$ cat src/rtl/dram_word_arbiter.sv
// Two-requester word arbiter/sequencer in front of a byte-wide scratch DRAM.
// Define DRAM_WORD_ARB_FIXED_PRIO_EN for fixed priority (requester 0 wins ties).
module dram_word_arbiter #(
  parameter int NUM_DATA = 512,
  parameter int ADDR_W   = 29
) (
  input  logic              clk,
  input  logic              rst_n,
  input  logic              req0_valid,
  input  logic              req0_we,
  input  logic [ADDR_W-1:0] req0_addr,
  input  logic [15:0]       req0_wdata,
  output logic              req0_ready,
  input  logic              req1_valid,
  input  logic              req1_we,
  input  logic [ADDR_W-1:0] req1_addr,
  input  logic [15:0]       req1_wdata,
  output logic              req1_ready,
  output logic              rsp_valid,
  output logic              rsp_id,
  output logic              rsp_we,
  output logic [15:0]       rsp_rdata,
  output logic              rsp_err,
  output logic              busy,
  output logic              mem_we,
  output logic [ADDR_W-1:0] mem_waddr,
  output logic [ADDR_W-1:0] mem_raddr,
  output logic [7:0]        mem_wdata,
  input  logic [7:0]        mem_q,
  output logic [1:0]        dbg_state_o
);

  typedef enum logic [1:0] {IDLE = 2'd0, LO = 2'd1, HI = 2'd2, TAIL = 2'd3} state_e;

  // Highest legal low-byte address: the high byte at A+1 must still be in the RAM.
  localparam logic [ADDR_W-1:0] MAX_ADDR = ADDR_W'(NUM_DATA - 2);
  localparam logic [ADDR_W-1:0] ADDR_ONE = ADDR_W'(1);

  state_e            state_q, state_d;
  logic              id_q, id_d;
  logic              we_q, we_d;
  logic [ADDR_W-1:0] addr_q, addr_d;
  logic [7:0]        wdata_hi_q, wdata_hi_d;
  logic [7:0]        rdata_lo_q, rdata_lo_d;

  logic              rsp_valid_q, rsp_valid_d;
  logic              rsp_id_q, rsp_id_d;
  logic              rsp_we_q, rsp_we_d;
  logic              rsp_err_q, rsp_err_d;
  logic [15:0]       rsp_rdata_q, rsp_rdata_d;

  logic              mem_we_q, mem_we_d;
  logic [ADDR_W-1:0] mem_waddr_q, mem_waddr_d;
  logic [ADDR_W-1:0] mem_raddr_q, mem_raddr_d;
  logic [7:0]        mem_wdata_q, mem_wdata_d;

  logic              gnt_any;
  logic              gnt_id;
  logic              sel_we;
  logic [ADDR_W-1:0] sel_addr;
  logic [15:0]       sel_wdata;
  logic              sel_err;

`ifndef DRAM_WORD_ARB_FIXED_PRIO_EN
  logic last_grant_q;

  // Resets to 1 so requester 0 wins the first tie.
  always_ff @(posedge clk or negedge rst_n) begin
    if (!rst_n) begin
      last_grant_q <= 1'b1;
    end else if (gnt_any) begin
      last_grant_q <= gnt_id;
    end
  end
`endif

  // Grants only in IDLE and never while reset is asserted.
  always_comb begin
    gnt_any = 1'b0;
    gnt_id  = 1'b0;
    if (rst_n && (state_q == IDLE)) begin
      gnt_any = req0_valid | req1_valid;
`ifdef DRAM_WORD_ARB_FIXED_PRIO_EN
      gnt_id  = ~req0_valid;
`else
      if (req0_valid && req1_valid) begin
        gnt_id = ~last_grant_q;
      end else begin
        gnt_id = ~req0_valid;
      end
`endif
    end
  end

  assign req0_ready = gnt_any & ~gnt_id;
  assign req1_ready = gnt_any & gnt_id;

  assign sel_we    = gnt_id ? req1_we    : req0_we;
  assign sel_addr  = gnt_id ? req1_addr  : req0_addr;
  assign sel_wdata = gnt_id ? req1_wdata : req0_wdata;
  assign sel_err   = (sel_addr > MAX_ADDR);

  always_comb begin
    state_d     = state_q;
    id_d        = id_q;
    we_d        = we_q;
    addr_d      = addr_q;
    wdata_hi_d  = wdata_hi_q;
    rdata_lo_d  = rdata_lo_q;
    rsp_valid_d = 1'b0;
    rsp_id_d    = rsp_id_q;
    rsp_we_d    = rsp_we_q;
    rsp_err_d   = rsp_err_q;
    rsp_rdata_d = rsp_rdata_q;
    mem_we_d    = 1'b0;
    mem_waddr_d = mem_waddr_q;
    mem_raddr_d = mem_raddr_q;
    mem_wdata_d = mem_wdata_q;

    unique case (state_q)
      IDLE: begin
        if (gnt_any) begin
          if (sel_err) begin
            rsp_valid_d = 1'b1;
            rsp_id_d    = gnt_id;
            rsp_we_d    = sel_we;
            rsp_err_d   = 1'b1;
            rsp_rdata_d = 16'h0000;
          end else begin
            state_d    = LO;
            id_d       = gnt_id;
            we_d       = sel_we;
            addr_d     = sel_addr;
            wdata_hi_d = sel_wdata[15:8];
            // Low-byte access is launched on the grant edge so it is live in LO.
            if (sel_we) begin
              mem_we_d    = 1'b1;
              mem_waddr_d = sel_addr;
              mem_wdata_d = sel_wdata[7:0];
            end else begin
              mem_raddr_d = sel_addr;
            end
          end
        end
      end
      LO: begin
        state_d = HI;
        if (we_q) begin
          mem_we_d    = 1'b1;
          mem_waddr_d = addr_q + ADDR_ONE;
          mem_wdata_d = wdata_hi_q;
        end else begin
          mem_raddr_d = addr_q + ADDR_ONE;
        end
      end
      HI: begin
        if (we_q) begin
          state_d     = IDLE;
          rsp_valid_d = 1'b1;
          rsp_id_d    = id_q;
          rsp_we_d    = 1'b1;
          rsp_err_d   = 1'b0;
          rsp_rdata_d = 16'h0000;
        end else begin
          state_d    = TAIL;
          rdata_lo_d = mem_q;
        end
      end
      TAIL: begin
        state_d     = IDLE;
        rsp_valid_d = 1'b1;
        rsp_id_d    = id_q;
        rsp_we_d    = 1'b0;
        rsp_err_d   = 1'b0;
        rsp_rdata_d = {mem_q, rdata_lo_q};
      end
      default: state_d = IDLE;
    endcase
  end

  always_ff @(posedge clk or negedge rst_n) begin
    if (!rst_n) begin
      state_q     <= IDLE;
      id_q        <= 1'b0;
      we_q        <= 1'b0;
      addr_q      <= '0;
      wdata_hi_q  <= 8'h00;
      rdata_lo_q  <= 8'h00;
      rsp_valid_q <= 1'b0;
      rsp_id_q    <= 1'b0;
      rsp_we_q    <= 1'b0;
      rsp_err_q   <= 1'b0;
      rsp_rdata_q <= 16'h0000;
      mem_we_q    <= 1'b0;
      mem_waddr_q <= '0;
      mem_raddr_q <= '0;
      mem_wdata_q <= 8'h00;
    end else begin
      state_q     <= state_d;
      id_q        <= id_d;
      we_q        <= we_d;
      addr_q      <= addr_d;
      wdata_hi_q  <= wdata_hi_d;
      rdata_lo_q  <= rdata_lo_d;
      rsp_valid_q <= rsp_valid_d;
      rsp_id_q    <= rsp_id_d;
      rsp_we_q    <= rsp_we_d;
      rsp_err_q   <= rsp_err_d;
      rsp_rdata_q <= rsp_rdata_d;
      mem_we_q    <= mem_we_d;
      mem_waddr_q <= mem_waddr_d;
      mem_raddr_q <= mem_raddr_d;
      mem_wdata_q <= mem_wdata_d;
    end
  end

  assign rsp_valid   = rsp_valid_q;
  assign rsp_id      = rsp_id_q;
  assign rsp_we      = rsp_we_q;
  assign rsp_err     = rsp_err_q;
  assign rsp_rdata   = rsp_rdata_q;
  assign busy        = (state_q != IDLE);
  assign mem_we      = mem_we_q;
  assign mem_waddr   = mem_waddr_q;
  assign mem_raddr   = mem_raddr_q;
  assign mem_wdata   = mem_wdata_q;
  assign dbg_state_o = state_q;

endmodule

$ cat config.mk
export PLATFORM = sky130hd
export DESIGN_NAME = dram_word_arbiter
export DESIGN_NICKNAME = d
export VERILOG_FILES = /design/src/rtl/dram_word_arbiter.sv
export SDC_FILE = /design/constraint.sdc
export NUM_CORES = 1
export LEC_CHECK = 0
export CORE_AREA = 4 4 119 132
export DETAILED_ROUTE_END_ITERATION = 8
export DIE_AREA = 0 0 123 136
export PLACE_DENSITY_LB_ADDON = 0.1
export REMOVE_ABC_BUFFERS = 1
export SLEW_MARGIN = 5
export SYNTH_ARGS = -nofsm -noshare
export SYNTH_HDL_FRONTEND = slang
export SYNTH_SLANG_ARGS = --single-unit
$ cat constraint.sdc
create_clock -name clk -period 3.2 [get_ports clk]
set_clock_uncertainty 0.05 [all_clocks]
set_input_delay 0.32 -clock clk [delete_from_list [all_inputs] [get_ports clk]]
set_output_delay 0.32 -clock clk [all_outputs]
set_load 0.03 [all_outputs]
# --- Word-level counts from Yosys, hierarchy flattened ---
# Cells that the tools add are included.
word_totals:
  ff_bits: 137
  inputBits: 104
classes:
  n_eq_ne: 11
  n_bitwise: 8
  mux: 49
  reduce_logical: 12
  n_lt_le_gt_ge: 1
  addsub: 1
op_table:
  columns: ["operator", "count"]
  rows:
  - ["$mux W29", 9]
  - ["$pmux W29 S2", 2]
  - ["$mux W16", 4]
  - ["$pmux W16 S3", 1]
  - ["$mux W8", 4]
  - ["$add A29 B1 Y29 const B", 1]
  - ["$gt A29 B9 Y1 const B", 1]
  - ["$mux W1", 19]
  - ["$ne A2 B2 Y1 const B", 8]
  - ["$pmux W8 S2", 1]
  - ["$pmux W1 S3", 4]
  - ["$reduce_and A5 Y1", 2]
  - ["$pmux W2 S4", 1]
  - ["$mux W2", 3]
  - ["$not A1 Y1", 5]
  - ["$eq A2 B2 Y1 const B", 2]
  - ["$reduce_and A2 Y1", 2]
  - ["$reduce_and A4 Y1", 1]
  - ["$reduce_bool A2 Y1", 2]
  - ["$reduce_and A3 Y1", 1]
  - ["$reduce_bool A3 Y1", 1]
  - ["$and A1 B1 Y1", 2]
  - ["$eq A2 B1 Y1 const B", 1]
  - ["$logic_and A1 B1 Y1", 2]
  - ["other kinds (3)", 3]

# --- Logic depth before layout (Yosys ltp) ---
logic_depth:
  ltp_word: 8
  depth_mapped: 9
  mapped_depth_nobuf: 7

# --- Worst setup path after synthesis ---
# No wires, ideal clock.
synth_path:
  path_type: "register to register"
  from: "register state_q[1] (netlist: dbg_state_o[1])"
  to: "register mem_waddr_q[21] (netlist: mem_waddr[21])"
  path_stages_with_launch: 10
  arrival_time_ns: 2.251
  setup_ns: 0.125
  period_less_slack_ns: 2.426
  path_slack_ns: 0.774
  n_path_buf: 3
  cell_sequence: "dfrtp_1 buf_2 nor3b_4 o21ai_2 nor3_2 a22oi_4 o21ai_1 buf_4 buf_6 mux2_2"
synth_via:
  elab_chain_len: 8
  elab_cells_between_ends: 18
  classes_between: "order compare: 1; eq/ne: 5; mux: 8; reduce/logical: 4"
synth_lines:
  columns: ["item", "line_no", "text"]
  rows:
  - ["from (decl)", "39", "state_e state_q, state_d;"]
  - ["from (signal assigned)", "199", "state_q <= state_d;"]
  - ["branches (longest 8 deep; another with $gt A29 B9 Y1)", null, null]
  - ["to (signal assigned)", "211", "mem_waddr_q <= mem_waddr_d;"]
  - ["to (decl)", "53", "logic [ADDR_W-1:0] mem_waddr_q, mem_waddr_d;"]
# Parallel ways; which one is timed is not known. The select of a mux whose other input is x is not followed.
# A chain may end at the register's enable or synchronous reset.

# --- Final worst setup path ---
layout_path:
  from: "register state_q[0] (netlist: dbg_state_o[0])"
  to: "output port req0_ready"
layout_via:
  elab_chain_len: 5
  elab_cells_between_ends: 6
  classes_between: "mux: 2; bitwise: 2; reduce/logical: 2"
layout_lines:
  columns: ["item", "line_no", "text"]
  rows:
  - ["$logic_not A2 Y1 (*)", "81", "if (rst_n && (state_q == IDLE)) begin"]
  - ["$logic_and A1 B1 Y1 (*)", "81", null]
  - ["$mux W1", "81", null]
  - ["$not A1 Y1", "95", "assign req0_ready = gnt_any & ~gnt_id;"]
  - ["$and A1 B1 Y1 (*)", "95", null]
  - ["to (decl)", "13", "output logic req0_ready,"]
# Every way passes the cells marked *; elsewhere a longest branch is shown, timed or not.

==> flow_summary.ini <==
[cells_and_area]
drive_gt1_share_pct = 19.3
multi_input_area_um2 = 3060
diodes = 0
layout.nets = 873
area_delta_synth_final_pct = 42.9
fin_util_pct = 66.5
nFillCells = 1065
regArea_um2 = 3430
stdcell_count = 973

[timing]
tightest_slew_ns = 1.03
rsz0062_at_grt = false
final_max_slew_viol_count = 0
setup-tns-final_ns = 0
fmax_mhz = 338
period_needed_ns = 2.96
finalSetupViolCount = 0
hold_viol = 0
worst_slew_margin_rel_pct = 31.1
fin_crit_sh_pct = 92.5

[synth]
synthTopCellsByArea = dfrtp_1, mux2_2, mux2i_1, xor2_1, a21oi_1
synth_edf_count = 0
ys_seq_area_share_pct = 51.4
avgSynthCellArea_um2 = 11.8
synth.most_common_cell = dfrtp_1
async_flop_share_pct = 100
synth_commonest_cells = dfrtp_1, mux2_2, mux2i_1, a21oi_1, nand2_1
yosys_warnings = 0
synth_area_um2 = 6680
yosysTopAreaCell = dfrtp_1
synth_top_area_share_pct = 51.0
ys_seq_elements = 137
synth_cell_types = 46
syn_inst = 564
ys.flop_type = dfrtp_1

[die]
fp.coreArea_um2 = 14300
rows = 46
pin_count = 196
start_util_pct = 46.6
die_h_um = 136
dieArea_um2 = 16700
die_w_um = 123

[power_and_ir_drop]
power_per_cell_area_nw_per_um2 = 803
irDropWorstVdd_mv = 0.556
power.leakage_nw = 4.04

[setup_path]
cp.buffers_inverters = 2
worstPathCellList = nor3b_4 > o21a_1 > buf_4 > nor2_1 > clkdlybuf4s50_1
crit_fanout = 22
critical_path_required_ns = 2.83
cpMaxStageDelayCell = clkdlybuf4s50_1
max_stage_delay_ns = 0.63
cp-start-kind = flip-flop
arrival_ns = 2.59
path_class = flip-flop to output port
cp-end-kind = output port
cp_top_family = buffers and inverters

[drt]
vias = 5160
drt-initial-drc-count = 206
drcViolationCount = 0
viasPerCell = 5.30
ant_nets = 0
drt-total-wl_um = 18000
drt_pass1_iterations = 4
wl_per_cell_um = 18.5

[clock_network]
cts_resized = 0
htreeDepth = 4
clockBufferDepth = 2
cts_tree = done
clk_pin_slew_ns = 0.06
cts_hold_buffers = 0
cts_setup_buffers = 0
clkLatencyLatePin_ns = 0.41
root_buffer = clkbuf_16
cts_buffers = 17
cts_num_sinks = 137

[global_route]
grt_usage_pct = 22.3
grt_pass1_vias = 5531
grt_pass1_wl_um = 28800
grt_max_degree = 83
overflow = 0
antenna_found_initial = 0

[worst_hold_path]
hp-class = primary input to async pin

[placed_design]
gp_congestion = 0.833
hpwlAfterDp_um = 13100
dp_cells = 941
numPortBuffers = 195

[outcome]
status = finished, final reports clean

[run]
maxCapViolations = 0
## layout by cell type, fill, tap and decap left out, types with 11 or more instances in the layout
cell type,Yosys,routed
clkdlybuf4s50_1,0,194
dfrtp_1,136,136
mux2_2,69,69
mux2i_1,31,31
a21oi_1,30,30
nand2_1,22,22
buf_4,2,21
nor2b_1,21,20
xor2_1,19,19
a211oi_1,18,18
nand3_1,17,17
nor2_1,18,17
a22o_1,17,17
clkbuf_16,0,17
o21ai_0,14,14
inv_1,13,13
nor4_1,12,12
mux2_1,12,12
and2_1,11,11
## metrics by stage
step	setup slack [ns]	area, µm²	hold slack [ns]	total power, mW
floorplan	-1.44	6500	-0.0256	4.29
global placement	0.392	8930	0.420	5.62
detailed placement	0.298	8930	0.424	5.68
CTS	0.203	9540	0.0420	7.74
global route	0.124	9540	0.0702	8.02
finish	0.240	9540	0.0166	7.65
## layer usage
metal | routed length [µm] | track usage, % | part of all wire, %
met5 | 0 | 0 | 0
met2 | 8950 | 37.0 | 50
met1 | 7710 | 28.8 | 43
met3 | 1090 | 5.24 | 6.0
met4 | 300 | 7.45 | 1.7
## cell families (layout without fill, tap and decap cells)
logic type / Yosys count / in the layout / synth area share (%)
compound gates: 92 / 92 / 9.26
xor+xnor: 26 / 26 / 3.41
fa+ha+maj: 1 / 1 / 0.187
buf+inv: 46 / 263 / 3.34
flops: 137 / 137 / 51.4
mux: 122 / 122 / 20.6
simple gates: 140 / 140 / 11.9
## sequential cells by signal, summed over array words and instances, names as in the netlist
name	count
rsp_valid	1
wdata_hi_q	8
rsp_we	1
addr_q	29
id_q	1
rdata_lo_q	8
dbg_state_o	2
mem_we	1
rsp_id	1
mem_wdata	8
we_q	1
rsp_rdata	16
mem_raddr	29
mem_waddr	29
rsp_err	1
last_grant_q	1
## power breakdown
| part | switching [mW] | internal, mW |
|---|---|---|
| clock network | 0.770 | 1.25 |
| registers | 0.235 | 2.14 |
| logic | 1.77 | 1.49 |
## final timing paths
kind	endpoint	from	slack, ns	cells after the start
max in group asynchronous	rdata_lo_q[2]	rst_n	1.54	3
worst max register to register	mem_waddr[16]	dbg_state_o[0]	0.62	7
min in group clk	last_grant_q	rst_n	0.36	3
worst min register to register	mem_wdata[6]	mem_wdata[6]	0.44	1
worst min-delay path	mem_waddr[15]	rst_n	0.02	2
worst max-delay path	req0_ready	dbg_state_o[0]	0.24	5
## area by class of cell
| class | count | area share (%) |
|---|---|---|
| repair buffers | 218 | 22.6 |
| clock inverters | 14 | 1.80 |
| multi-input cells | 381 | 32.1 |
| clock buffers | 18 | 4.61 |
| flip-flops and latches | 137 | 36.0 |
| inverters | 13 | 0.512 |
| well taps | 192 | 2.52 |
## worst reg2reg max path, stage by stage (launching register included)
cell and delay, ns:
dfrtp_1 0.51, nor3b_4 0.36, o21ai_4 0.23, nor3_2 0.34
a22oi_4 0.16, o21ai_4 0.24, buf_12 0.22, mux2_2 0.36
(Power assumes the default switching activity.)
